### src/rtl/spi_pkg.sv
// Shared definitions for the SPI slave responder.
// Contents:
//   spi_state_e      - transaction FSM states (IDLE, CMD, WR, RD)
//   CMD_RD_BIT       - command-byte bit that selects read (1) or write (0)
//   sel_sample_edge  - picks the sampling SCK edge from CPHA
//   sel_shift_edge   - picks the opposite (shifting) SCK edge
//   tx_first_bit     - bit of a byte that goes out first for a given bit order
//   tx_shift_out     - drops the bit just sent
//   rx_shift_in      - appends a received bit for a given bit order
package spi_pkg;

  typedef enum logic [1:0] {
    ST_IDLE = 2'd0,
    ST_CMD  = 2'd1,
    ST_WR   = 2'd2,
    ST_RD   = 2'd3
  } spi_state_e;

  localparam int CMD_RD_BIT = 7;

  function automatic logic sel_sample_edge(input logic cpha, input logic lead,
                                           input logic trail);
    return cpha ? trail : lead;
  endfunction

  function automatic logic sel_shift_edge(input logic cpha, input logic lead,
                                          input logic trail);
    return cpha ? lead : trail;
  endfunction

  function automatic logic tx_first_bit(input logic [7:0] b, input logic lsbfe);
    return lsbfe ? b[0] : b[7];
  endfunction

  function automatic logic [7:0] tx_shift_out(input logic [7:0] b, input logic lsbfe);
    return lsbfe ? {1'b0, b[7:1]} : {b[6:0], 1'b0};
  endfunction

  function automatic logic [7:0] rx_shift_in(input logic [7:0] b, input logic lsbfe,
                                             input logic bit_in);
    return lsbfe ? {bit_in, b[7:1]} : {b[6:0], bit_in};
  endfunction

endpackage

### src/rtl/spi_resp_sync.sv
// Input conditioning for the SPI slave responder.
// Brings SCK, SS and MOSI into the clk domain through SYNC_STG flops and
// derives single-cycle edge strobes from the synchronized levels.
// Ports:
//   clk, rst    system clock, asynchronous active-high reset
//   sck_i       raw serial clock
//   ss_i        raw slave select (active low)
//   mosi_i      raw serial data in
//   cpol_i      clock idle level, selects which SCK edge is "leading"
//   sck_lead    1-cycle strobe: SCK left its idle level
//   sck_trail   1-cycle strobe: SCK returned to its idle level
//   ss_fall     1-cycle strobe: SS went low
//   ss_rise     1-cycle strobe: SS went high
//   mosi_s      synchronized MOSI, aligned with the SCK edge strobes
module spi_resp_sync #(
  parameter int SYNC_STG = 2
) (
  input  logic clk,
  input  logic rst,
  input  logic sck_i,
  input  logic ss_i,
  input  logic mosi_i,
  input  logic cpol_i,
  output logic sck_lead,
  output logic sck_trail,
  output logic ss_fall,
  output logic ss_rise,
  output logic mosi_s
);

  logic [SYNC_STG-1:0] sck_sync_q;
  logic [SYNC_STG-1:0] ss_sync_q;
  logic [SYNC_STG-1:0] mosi_sync_q;
  logic                sck_prev_q;
  logic                ss_prev_q;
  logic                sck_s;
  logic                ss_s;
  logic                sck_rise;
  logic                sck_fall;

  // SS chain resets to the deselected level so leaving reset never looks
  // like the start of a transaction.
  // NOTE: sequential state uses non-blocking (<=) so every flop samples the
  // pre-edge values; blocking here would collapse the synchronizer chain.
  always_ff @(posedge clk or posedge rst) begin
    if (rst) begin
      sck_sync_q  <= '0;
      ss_sync_q   <= '1;
      mosi_sync_q <= '0;
      sck_prev_q  <= 1'b0;
      ss_prev_q   <= 1'b1;
    end else begin
      sck_sync_q  <= {sck_sync_q[SYNC_STG-2:0], sck_i};
      ss_sync_q   <= {ss_sync_q[SYNC_STG-2:0], ss_i};
      mosi_sync_q <= {mosi_sync_q[SYNC_STG-2:0], mosi_i};
      sck_prev_q  <= sck_s;
      ss_prev_q   <= ss_s;
    end
  end

  assign sck_s  = sck_sync_q[SYNC_STG-1];
  assign ss_s   = ss_sync_q[SYNC_STG-1];
  assign mosi_s = mosi_sync_q[SYNC_STG-1];

  assign sck_rise  = sck_s & ~sck_prev_q;
  assign sck_fall  = ~sck_s & sck_prev_q;
  assign sck_lead  = cpol_i ? sck_fall : sck_rise;
  assign sck_trail = cpol_i ? sck_rise : sck_fall;
  assign ss_fall   = ~ss_s & ss_prev_q;
  assign ss_rise   = ss_s & ~ss_prev_q;

endmodule

### src/rtl/spi_slave_responder.sv
// SPI slave endpoint serving a byte-wide register file.
// The first byte of a transaction is a command (bit7: 1=read, 0=write;
// low ADDR_W bits: start address); following bytes are written to, or read
// from, consecutive addresses with wrap-around. The host reads the register
// file in parallel through host_addr/host_rdata.
// Ports:
//   clk, rst          system clock, asynchronous active-high reset
//   SCK, SS, MOSI     serial inputs from the master (SS active low)
//   MISO, MISO_oe     serial output and its enable (0 while not selected)
//   CPOL, CPHA, LSBFE mode pins, captured when SS falls
//   host_addr         host read address
//   host_rdata        reg[host_addr], combinational
//   wr_pulse, wr_addr 1-cycle strobe and address per byte written over SPI
//   busy              transaction in progress
module spi_slave_responder
  import spi_pkg::*;
#(
  parameter int         ADDR_W    = 4,
  parameter int         SYNC_STG  = 2,
  parameter logic [7:0] IDLE_BYTE = 8'h00
) (
  input  logic              clk,
  input  logic              rst,
  input  logic              SCK,
  input  logic              SS,
  input  logic              MOSI,
  output logic              MISO,
  output logic              MISO_oe,
  input  logic              CPOL,
  input  logic              CPHA,
  input  logic              LSBFE,
  input  logic [ADDR_W-1:0] host_addr,
  output logic [7:0]        host_rdata,
  output logic              wr_pulse,
  output logic [ADDR_W-1:0] wr_addr,
  output logic              busy
);

  localparam int                DEPTH    = 2 ** ADDR_W;
  localparam logic [ADDR_W-1:0] ADDR_ONE = 1;

  spi_state_e        state_q, state_d;
  logic [2:0]        bit_cnt_q, bit_cnt_d;
  logic [7:0]        rx_q, rx_d;
  logic [7:0]        tx_q, tx_d;
  logic              miso_q, miso_d;
  logic [ADDR_W-1:0] addr_q, addr_d;
  logic              wr_pulse_q, wr_pulse_d;
  logic [ADDR_W-1:0] wr_addr_q, wr_addr_d;
  logic              cpol_q, cpha_q, lsbfe_q;
  logic [7:0]        mem_q [DEPTH];

  logic              sck_lead, sck_trail, ss_fall, ss_rise, mosi_s;
  logic              sample_edge, shift_edge;
  logic [7:0]        rx_next;
  logic [ADDR_W-1:0] cmd_addr;
  logic              mem_we;

  spi_resp_sync #(.SYNC_STG(SYNC_STG)) u_sync (
    .clk       (clk),
    .rst       (rst),
    .sck_i     (SCK),
    .ss_i      (SS),
    .mosi_i    (MOSI),
    .cpol_i    (cpol_q),
    .sck_lead  (sck_lead),
    .sck_trail (sck_trail),
    .ss_fall   (ss_fall),
    .ss_rise   (ss_rise),
    .mosi_s    (mosi_s)
  );

  assign sample_edge = sel_sample_edge(cpha_q, sck_lead, sck_trail);
  assign shift_edge  = sel_shift_edge(cpha_q, sck_lead, sck_trail);
  assign rx_next     = rx_shift_in(rx_q, lsbfe_q, mosi_s);
  assign cmd_addr    = rx_next[ADDR_W-1:0];

  // Mode pins track their inputs only while idle, so the values in force at
  // SS fall stay frozen for the whole transaction.
  always_ff @(posedge clk or posedge rst) begin
    if (rst) begin
      cpol_q  <= 1'b0;
      cpha_q  <= 1'b0;
      lsbfe_q <= 1'b0;
    end else if (state_q == ST_IDLE) begin
      cpol_q  <= CPOL;
      cpha_q  <= CPHA;
      lsbfe_q <= LSBFE;
    end
  end

  always_ff @(posedge clk or posedge rst) begin
    if (rst) begin
      state_q    <= ST_IDLE;
      bit_cnt_q  <= '0;
      rx_q       <= '0;
      tx_q       <= '0;
      miso_q     <= 1'b0;
      addr_q     <= '0;
      wr_pulse_q <= 1'b0;
      wr_addr_q  <= '0;
    end else begin
      state_q    <= state_d;
      bit_cnt_q  <= bit_cnt_d;
      rx_q       <= rx_d;
      tx_q       <= tx_d;
      miso_q     <= miso_d;
      addr_q     <= addr_d;
      wr_pulse_q <= wr_pulse_d;
      wr_addr_q  <= wr_addr_d;
    end
  end

  // miso_q holds the bit currently on the wire and tx_q the bits still to
  // go. Every byte completion reloads tx_q with a full byte, so the next
  // shift edge presents that byte's first bit in either CPHA mode.
  // NOTE: every signal gets a default at the top of always_comb; a path that
  // leaves one unassigned would infer a latch.
  always_comb begin
    state_d    = state_q;
    bit_cnt_d  = bit_cnt_q;
    rx_d       = rx_q;
    tx_d       = tx_q;
    miso_d     = miso_q;
    addr_d     = addr_q;
    wr_pulse_d = 1'b0;
    wr_addr_d  = wr_addr_q;
    mem_we     = 1'b0;

    if (ss_rise) begin
      // Deselect mid-byte drops the partial byte without any write.
      state_d   = ST_IDLE;
      bit_cnt_d = '0;
      rx_d      = '0;
      miso_d    = 1'b0;
    end else if (state_q == ST_IDLE) begin
      if (ss_fall) begin
        state_d   = ST_CMD;
        bit_cnt_d = '0;
        rx_d      = '0;
        if (CPHA) begin
          // First bit is driven by the first (leading) edge.
          tx_d   = IDLE_BYTE;
          miso_d = 1'b0;
        end else begin
          // First bit must be on MISO before the first SCK edge.
          tx_d   = tx_shift_out(IDLE_BYTE, LSBFE);
          miso_d = tx_first_bit(IDLE_BYTE, LSBFE);
        end
      end
    end else if (sample_edge) begin
      rx_d      = rx_next;
      bit_cnt_d = bit_cnt_q + 3'd1;
      if (bit_cnt_q == 3'd7) begin
        tx_d = IDLE_BYTE;
        case (state_q)
          ST_CMD: begin
            if (rx_next[CMD_RD_BIT]) begin
              state_d = ST_RD;
              tx_d    = mem_q[cmd_addr];
              addr_d  = cmd_addr + ADDR_ONE;
            end else begin
              state_d = ST_WR;
              addr_d  = cmd_addr;
            end
          end
          ST_WR: begin
            mem_we     = 1'b1;
            wr_pulse_d = 1'b1;
            wr_addr_d  = addr_q;
            addr_d     = addr_q + ADDR_ONE;
          end
          ST_RD: begin
            tx_d   = mem_q[addr_q];
            addr_d = addr_q + ADDR_ONE;
          end
          default: state_d = ST_IDLE;
        endcase
      end
    end else if (shift_edge) begin
      miso_d = tx_first_bit(tx_q, lsbfe_q);
      tx_d   = tx_shift_out(tx_q, lsbfe_q);
    end
  end

  // NOTE: the register file is architecturally visible and must read 0 after
  // reset, so it is reset here rather than left as an uninitialized RAM.
  always_ff @(posedge clk or posedge rst) begin
    if (rst) begin
      for (int i = 0; i < DEPTH; i++) mem_q[i] <= '0;
    end else if (mem_we) begin
      mem_q[addr_q] <= rx_next;
    end
  end

  assign host_rdata = mem_q[host_addr];
  assign busy       = (state_q != ST_IDLE);
  assign MISO_oe    = busy;
  assign MISO       = busy & miso_q;
  assign wr_pulse   = wr_pulse_q;
  assign wr_addr    = wr_addr_q;

endmodule
### config.mk
export PLATFORM = sky130hd
export DESIGN_NAME = spi_slave_responder
export DESIGN_NICKNAME = d
export VERILOG_FILES = /design/src/rtl/spi_pkg.sv /design/src/rtl/spi_resp_sync.sv /design/src/rtl/spi_slave_responder.sv
export SDC_FILE = /design/constraint.sdc
export NUM_CORES = 1
export LEC_CHECK = 0
export ABC_CLOCK_PERIOD_IN_PS = 5450
export CORE_MARGIN = 10
export CORE_UTILIZATION = 57
export CTS_CLUSTER_SIZE = 24
export DETAILED_ROUTE_END_ITERATION = 7
export HOLD_SLACK_MARGIN = 0.1
export PLACE_DENSITY = 0.88
export SLEW_MARGIN = 20
export SYNTH_ARGS = -nofsm -noshare
export SYNTH_HDL_FRONTEND = slang
export SYNTH_SLANG_ARGS = --single-unit
### constraint.sdc
create_clock -name clk -period 5.45 [get_ports clk]
set_input_delay 0.545 -clock clk [delete_from_list [all_inputs] [get_ports clk]]
set_output_delay 0.545 -clock clk [all_outputs]
set_load 0.005 [all_outputs]
== Word level (Yosys, flattened, before mapping) ==
Cells that the tools add are included.

* Add/sub/neg operators: 3
* $lt $le $gt $ge: 4
* Eq/ne operators: 9
* Muxes and demuxes: 52
* Bitwise operators: 14
* Reduce and logical (&&, ||, !) cells: 15

{| class="wikitable"
|+ Operators by type and width
! operator !! number
|-
| $mux W8 || 18
|-
| $bwmux W128 || 1
|-
| $bmux W8 S4 || 3
|-
| $demux W8 S4 || 1
|-
| $mux W1 || 16
|-
| $pmux W8 S2 || 1
|-
| $ge A5 B5 Y1 const B || 3
|-
| $not A4 Y5 || 3
|-
| $mux W3 || 4
|-
| $reduce_bool A3 Y1 || 4
|-
| $mux W2 || 5
|-
| $reduce_and A5 Y1 || 2
|-
| $add A4 B1 Y4 const B || 2
|-
| $pmux W4 S2 || 1
|-
| $reduce_and A4 Y1 || 2
|-
| $ne A3 B1 Y1 const B || 2
|-
| $not A1 Y1 || 6
|-
| $and A1 B1 Y1 || 5
|-
| $lt A5 B1 Y1 const B || 1
|-
| $eq A2 B2 Y1 const B || 2
|-
| $mux W4 || 1
|-
| $pmux W2 S2 || 1
|-
| $reduce_bool A2 Y1 || 2
|-
| $add A3 B1 Y3 const B || 1
|-
| 10 further kinds || 10
|}

* Register bits: 170
* Input port bits: 12
* Output and inout port bits: 16

== Longest topological paths before layout ==
Gate-level depths: netlist (run 1).

* Depth in word-level cells: 10
* Mapped depth: 13

== Modules after synthesis ==
A second synthesis (run 1) with hierarchy kept.

* Cell total of the unflattened synthesis: 998
* Area total of the unflattened synthesis: 10,166.0 um^2

{| class="wikitable"
|+ By module, submodules not included
! module !! times used !! cells each !! area each (um^2)
|-
| spi_slave_responder || 1 || 983 || 9,912.0
|-
| spi_resp_sync || 1 || 15 || 254.0
|}

== Least setup slack after synthesis (run 1) ==
OpenSTA, ideal clock, no wires.

* Kind: input-to-output
* From: in host_addr[0]
* To: out host_rdata[0]
* Arrival time: 2.335 ns
* Data required time: 4.905 ns
* Setup slack: 2.570 ns
* Stages: 4
* Path through: clkbuf_1 buf_1 mux4_2 mux4_2

* Longest elaborated chain between the ends: 4

{| class="wikitable"
|+ Ends and longest elaborated chain
! what !! line !! RTL
|-
| start, declared || spi_slave_responder.sv:32 || <nowiki>input logic [ADDR_W-1:0] host_addr,</nowiki>
|-
| $not A4 Y5 (not written as such) || spi_slave_responder.sv:196 || <nowiki>assign host_rdata = mem_q[host_addr];</nowiki>
|-
| $bmux W8 S4 || spi_slave_responder.sv:196 ||
|-
| $mux W8 (not written as such) (2 in series) || spi_slave_responder.sv:196 ||
|-
| end, declared || spi_slave_responder.sv:33 || <nowiki>output logic [7:0] host_rdata,</nowiki>
|}

Every way passes these cells. The select of a mux whose other input is x is not followed.

== Final worst setup path (run 1) ==
* From: reg lsbfe_q
* To: reg tx_q[7]

* Longest elaborated chain between the ends: 10
* Elaborated cells on any way between the ends: 12

{| class="wikitable"
|+ Ends and longest elaborated chain
! what !! line !! RTL
|-
| start, declared || spi_slave_responder.sv:50 || <nowiki>logic cpol_q, cpha_q, lsbfe_q;</nowiki>
|-
| start signal, assigned || spi_slave_responder.sv:84 || <nowiki>lsbfe_q <= 1'b0;</nowiki>
|-
| start signal, assigned || spi_slave_responder.sv:88 || <nowiki>lsbfe_q <= LSBFE;</nowiki>
|-
| $mux W8 || spi_pkg.sv:41 || <nowiki>return lsbfe ? {bit_in, b[7:1]} : {b[6:0], bit_in};</nowiki>
|-
| $not A4 Y5 (not written as such) || spi_slave_responder.sv:160 || <nowiki>tx_d = mem_q[cmd_addr];</nowiki>
|-
| $bmux W8 S4 || spi_slave_responder.sv:160 ||
|-
| $mux W8 (not written as such) (2 in series) || spi_slave_responder.sv:160 ||
|-
| $mux W8 || spi_slave_responder.sv:158 || <nowiki>if (rx_next[CMD_RD_BIT]) begin</nowiki>
|-
| $pmux W8 S2 || spi_slave_responder.sv:156 || <nowiki>case (state_q)</nowiki>
|-
| $mux W8 || spi_slave_responder.sv:154 || <nowiki>if (bit_cnt_q == 3'd7) begin</nowiki>
|-
| $mux W8 (*) || spi_slave_responder.sv:151 || <nowiki>end else if (sample_edge) begin</nowiki>
|-
| $mux W8 (*) || spi_slave_responder.sv:136 || <nowiki>end else if (state_q == ST_IDLE) begin</nowiki>
|-
| end signal, assigned || spi_slave_responder.sv:106 || <nowiki>tx_q <= tx_d;</nowiki>
|-
| end, declared || spi_slave_responder.sv:45 || <nowiki>logic [7:0] tx_q, tx_d;</nowiki>
|}

Mark *: on every way between the ends. The rest lies on a longest branch, timed or not. The select of a mux whose other input is x is not followed.
A chain may end at the register's enable or synchronous reset.

==> impl_metrics.tcl, run 1 <==
set metrics [dict create \
    postSynthAreaPerCell_sq_um 12.2 \
    drt-initial-drc-count 1191 \
    vias 7838 \
    wirelength_mm 28.3 \
    num_rows 48 \
    cp-end-kind "flop" \
    setup_tns_ps 0 \
    drive_gt1_frac 0.320 \
    synthAdderAreaFrac 0.0113 \
    syn_nets 843 \
    multi_input_area_sq_mm 0.00546 \
    ys_types 51 \
    min_path_type "flop to flop" \
    grtUsageTotal 0.243 \
    grt_overflow 0 \
    insertedDiodeCount 0 \
    initial_core_util 0.581 \
    portBuffers 27 \
    wl_per_cell_um 26.8 \
    clk_latency_ps 440 \
    slew_viol_final 0 \
    total_leakage_power_nw 4.79 \
    cts_resized 0 \
    dp_slack_ps 1900 \
    path_clk_slew_ps 60 \
    cp.arrival_ps 3680 \
    synthMuxAreaShare 0.353 \
    synth_compound_area_frac 0.0834 \
    critPathLaunchType "flop" \
    wl_met3_mm 3.66 \
    synthXorXnorAreaFrac 0.00438 \
    period_minus_slack_ps 3370 \
    yosys.area_share.simple 0.0901 \
    final-hold-violation-count 0 \
    numCtsBuffers 17 \
    worst_pin_slew_ps 1100 \
    grt_pass1_vias 7957 \
    crit_required_ps 5760 \
    synth_edf_count 0 \
    cts_sinks 170 \
    met1_length_mm 10.1 \
    layout_common_cells "165 x dfrtp_1, 112 x mux2_2, 101 x nand2_1" \
    crit_fanout 47 \
    dieArea_sq_mm 0.0233 \
    status "finished, final reports clean" \
    area_growth_pct 10.6 \
    grt_setup_unrepaired "no" \
    synth_flop_cell "dfrtp_1" \
    yosysWarnings 0 \
    grt_max_degree 76 \
    setup_viol 0 \
    synthCells 822 \
    antenna_found_initial 0 \
    final_common_cell "dfrtp_1" \
    post-route-period-util 0.618 \
    chipHeight_um 153 \
    place_hpwl_mm 17.3 \
    io_pins 28 \
    ctsHtreeMaxLevel 4 \
    clk_path_buf_depth 2 \
    highest_layer "met4" \
    firstDrtPassIters 6 \
    critical_path_class "flop to flop" \
    synth_top_family_by_area "multiplexers" \
    post_cts_buffers 0 \
    synth_area_sq_mm 0.0100 \
    drv_cap 0 \
    grt_pass1_wl_mm 45.0 \
    coreArea_sq_mm 0.0172 \
    dieWidth_um 153 \
    vdd_drop_max_mv 0.253 \
    setup_slack_ps 2080 \
    ys_ff_latch 170 \
    powerDensity_mw_per_mm2 295 \
    cts_tree "built" \
    final.fill_count 1223 \
    seq_area_frac_synth 0.425 \
    slew_headroom 0.264 \
    synthArstFlopShare 1.00 \
    nNetsFinal 839 \
    skew_ps 11.8 \
    vias_per_cell 7.42 \
    regArea_sq_mm 0.00426 \
    drcViolationCount 0 \
    cts_hold_buf 0 \
    antenna_left 0 \
    fmax_mhz 297 \
    met2WireLength_mm 12.8 \
    place.gp.congestion 0.931 \
    cts_root_buf "clkbuf_16" \
]
==> per-stage QoR <==
step                total power [W]  cells   util  hold slack (ps)  area, sq um
finish                      0.00326   1056  0.642              358        11100
CTS                         0.00326   1056  0.642              360        11100
global route                0.00336   1056  0.642              362        11100
detailed placement          0.00198   1024  0.606              335        10400
floorplan                   0.00182    822      -              331        10000
global placement            0.00195   1023  0.605              341        10400
==> registers in the layout, summed over array words and instances (netlist names) <==
register            flops
mem_q                 128
rx_q                    8
tx_q                    8
addr_q                  4
wr_addr                 4
bit_cnt_q               3
state_q                 2
u_sync.mosi_sync_q      2
u_sync.sck_sync_q       2
u_sync.ss_sync_q        2
cpha_q                  1
cpol_q                  1
lsbfe_q                 1
miso_q                  1
u_sync.sck_prev_q       1
u_sync.ss_prev_q        1
wr_pulse                1
==> cell families after synthesis <==
| group | count (synthesis) |
|---|---|
| adder cells (fa/ha/maj) | 9 |
| AND/OR/NAND/NOR | 197 |
| buffers and inverters | 79 |
| AO/OA/AOI/OAI | 128 |
| multiplexers | 234 |
| flip-flops | 170 |
| XOR/XNOR | 5 |
==> synthesized netlist by cell type (2+ instances only) <==
library cell / count / area [sq um]
and3_1: 4 / 25.0
nand4_2: 3 / 37.5
a31oi_1: 4 / 25.0
buf_1: 10 / 37.5
nand3_1: 36 / 180
mux2i_1: 38 / 380
nor4b_1: 2 / 17.5
nor2b_1: 5 / 31.3
buf_2: 6 / 30.0
nor3_1: 5 / 25.0
nor2_1: 30 / 113
xnor2_1: 4 / 35.0
clkbuf_1: 48 / 180
nand2_1: 101 / 379
mux2_2: 112 / 1260
a2111oi_0: 10 / 87.6
buf_6: 2 / 22.5
a32oi_1: 2 / 17.5
nand4b_1: 2 / 17.5
o21ai_0: 20 / 100
a211o_1: 7 / 61.3
ha_1: 9 / 113
a211oi_1: 7 / 52.6
mux4_2: 83 / 1870
dfrtp_1: 167 / 4180
nor4_2: 2 / 25.0
o22ai_1: 21 / 131
inv_1: 11 / 41.3
a22o_1: 10 / 87.6
a21oi_1: 38 / 190
dfstp_2: 3 / 78.8
==> power breakdown <==
group	internal (W)	switching, W
combinational	0.000215	0.000421
sequential	0.00129	0.0000498
clock	0.000775	0.000508
==> critical path: stages, from the launching register on <==
cell and delay [ps]:
dfrtp_1 370, buf_4 250, mux2i_4 240, inv_2 780, mux4_2 630, a2111oi_0 430, nor4_1 100, a2111o_1 390
==> worst paths after layout <==
kind	end	startpoint	cells after the start	slack, ps
min in group asynchronous	mem_q[62]	rst	2	620
max	tx_q[7]	lsbfe_q	7	2080
min	u_sync.ss_sync_q[1]	u_sync.ss_sync_q[0]	0	360
min reg2reg	u_sync.ss_sync_q[1]	u_sync.ss_sync_q[0]	0	360
max reg2reg	tx_q[7]	lsbfe_q	7	2080
max in group asynchronous	mem_q[113]	rst	3	3710
==> per-layer routing <==
layer,up-vias,global-route usage
met5,-,0
met4,0,0.134
met3,169,0.0787
met2,663,0.372
met1,3885,0.299
li1,3121,-
==> area by class of cell <==
cell class,instances,share of cell area
Sequential cell,170,0.385
Multi-Input combinational cell,573,0.493
Clock buffer,19,0.0400
Clock inverter,13,0.0158
Tap cell,225,0.0254
Timing Repair Buffer,44,0.0357
Inverter,12,0.00452
Note: power is estimated with default switching activity, not from simulation.
==> run 2: changes to the inputs <==
--- a/config.mk
+++ b/config.mk
@@ -5,13 +5,13 @@
 export SDC_FILE = /design/constraint.sdc
 export NUM_CORES = 1
 export LEC_CHECK = 0
-export ABC_CLOCK_PERIOD_IN_PS = 5450
+export ABC_CLOCK_PERIOD_IN_PS = 3440
 export CORE_MARGIN = 10
-export CORE_UTILIZATION = 57
+export CORE_UTILIZATION = 63
 export CTS_CLUSTER_SIZE = 24
 export DETAILED_ROUTE_END_ITERATION = 7
 export HOLD_SLACK_MARGIN = 0.1
-export PLACE_DENSITY = 0.88
+export PLACE_DENSITY = 0.92
 export SLEW_MARGIN = 20
 export SYNTH_ARGS = -nofsm -noshare
 export SYNTH_HDL_FRONTEND = slang
==> constraint.sdc (replaced) <==
create_clock -name clk -period 3.44 [get_ports clk]
set_input_delay 0.344 -clock clk [delete_from_list [all_inputs] [get_ports clk]]
set_output_delay 0.344 -clock clk [all_outputs]
set_load 0.005 [all_outputs]
==> impl_metrics.tcl, run 2 (synthesized netlist as in run 1, its figures left out) <==
set metrics [dict create \
    insertedDiodeCount 0 \
    power_w 0.00533 \
    setup_tns_ps 0 \
    hold_ws_ps 262 \
    antenna_left 0 \
    min_path_type "input port to asynchronous set/reset pin" \
    worst_pin_slew_ps 1000 \
    grt_overflow 0 \
    clk_latency_ps 440 \
    skew_ps 10.7 \
    wl_met3_mm 4.19 \
    total_leakage_power_nw 4.88 \
    grt_pass1_vias 8128 \
    critPathLaunchType "flop" \
    wl_per_cell_um 27.5 \
    crit_required_ps 3100 \
    crit_path_top_delay_cell "dfrtp_1" \
    vias_per_cell 7.47 \
    portBuffers 27 \
    final_common_cell "dfrtp_1" \
    grt_pass1_wl_mm 45.9 \
    largest_register "mem_q" \
    cp_num_buf_inv 2 \
    post-route-period-util 0.889 \
    num_rows 46 \
    slew_headroom 0.328 \
    vias 7920 \
    largest_reg_flops 128 \
    ctsHtreeMaxLevel 4 \
    dp_cells 1028 \
    io_pins 28 \
    place_hpwl_mm 17.7 \
    slew_viol_final 0 \
    dieArea_sq_mm 0.0213 \
    cts_sinks 170 \
    highest_layer "met4" \
    fin_cells 1060 \
    met1_length_mm 10.2 \
    met2WireLength_mm 13.3 \
    drive_gt1_frac 0.331 \
    setup_viol 0 \
    chipHeight_um 146 \
    top_regs "mem_q x128, rx_q x8, tx_q x8" \
    grtUsageTotal 0.275 \
    slowest_delay_ps 710 \
    grt_setup_unrepaired "no" \
    vdd_drop_max_mv 0.494 \
    cts_root_buf "clkbuf_16" \
    cts_resized 0 \
    fmax_mhz 327 \
    placement.cell_area_sq_mm 0.0106 \
    drcViolationCount 0 \
    final.fill_count 968 \
    antenna_found_initial 0 \
    firstDrtPassIters 6 \
    place.gp.congestion 0.926 \
    crit_path_cell_trace "nor2_1, inv_1, and2_1, clkdlybuf4s50_1" \
    grt_max_degree 111 \
    post_cts_buffers 0 \
    drt-initial-drc-count 1460 \
    powerDensity_mw_per_mm2 475 \
    initial_core_util 0.637 \
    period_minus_slack_ps 3060 \
    cp-end-kind "output pin" \
    clk_path_buf_depth 2 \
    critical_path_class "flop to output pin" \
    drv_cap 0 \
    cp.arrival_ps 2720 \
    path_clk_slew_ps 70 \
    cts_tree "built" \
    status "finished, final reports clean" \
    nNetsFinal 852 \
    layout_common_cells "164 x dfrtp_1, 112 x mux2_2, 101 x nand2_1" \
    final_cell_area_sq_mm 0.0112 \
    area_growth_pct 12.2 \
    cts_hold_buf 0 \
    final-hold-violation-count 0 \
    cp_top_family "simple AND/OR/NAND/NOR gates" \
    numCtsBuffers 17 \
    coreArea_sq_mm 0.0157 \
    crit_fanout 24 \
    dieWidth_um 146 \
    wirelength_mm 29.2 \
]
run 2: report_power, final:
| group | internal, W | switching, W | leakage [nW] |
|---|---|---|---|
| sequential | 0.00205 | 0.0000892 | 2.34 |
| clock | 0.00125 | 0.000915 | 0.314 |
| combinational | 0.000370 | 0.000664 | 2.23 |
| total | 0.00367 | 0.00167 | 4.88 |
run 2: per-layer routing:
layer / up-vias / global-route usage
met2: 704 / 0.410
met3: 155 / 0.116
met1: 3914 / 0.338
li1: 3147 / -
met5: - / 0.00948
met4: 0 / 0.137
run 2: worst paths after layout:
kind	startpoint	endpoint	slack, ps	cells after the start
worst min register to register	u_sync.mosi_sync_q[0]	u_sync.mosi_sync_q[1]	360	0
worst max register to register	lsbfe_q	tx_q[7]	440	8
worst min-delay path	rst	u_sync.sck_prev_q	260	2
max in group asynchronous	rst	mem_q[97]	2260	3
min in group clk	SS	u_sync.ss_sync_q[0]	310	1
worst max-delay path	state_q[0]	MISO	380	4
run 2: final cells by class:
| cell class | instances | area (sq um) | share of cell area |
|---|---|---|---|
| multi-input combinational | 573 | 5450 | 0.486 |
| sequential | 170 | 4260 | 0.379 |
| clock buffer | 17 | 425 | 0.0379 |
| clock inverter | 15 | 229 | 0.0204 |
| timing repair buffer | 57 | 541 | 0.0481 |
| tap | 216 | 270 | 0.0241 |
| inverter | 12 | 48.8 | 0.00435 |
run 2: metrics by stage:
step,setup slack [ps],utilization
2_1_floorplan,897,-
3_5_place_dp,512,0.673
5_1_grt,187,0.715
4_1_cts,423,0.714
6_report,381,0.715
3_3_place_gp,544,0.673
run 2: worst register-to-register path: cells and delay by family, from the launching register on:
kind | cells | cell delay, ps
and+or+nand+nor | 1 | 90
muxes | 2 | 560
DFF | 1 | 420
AOI/OAI and AO/OA | 2 | 810
buffers and inverters | 3 | 1010
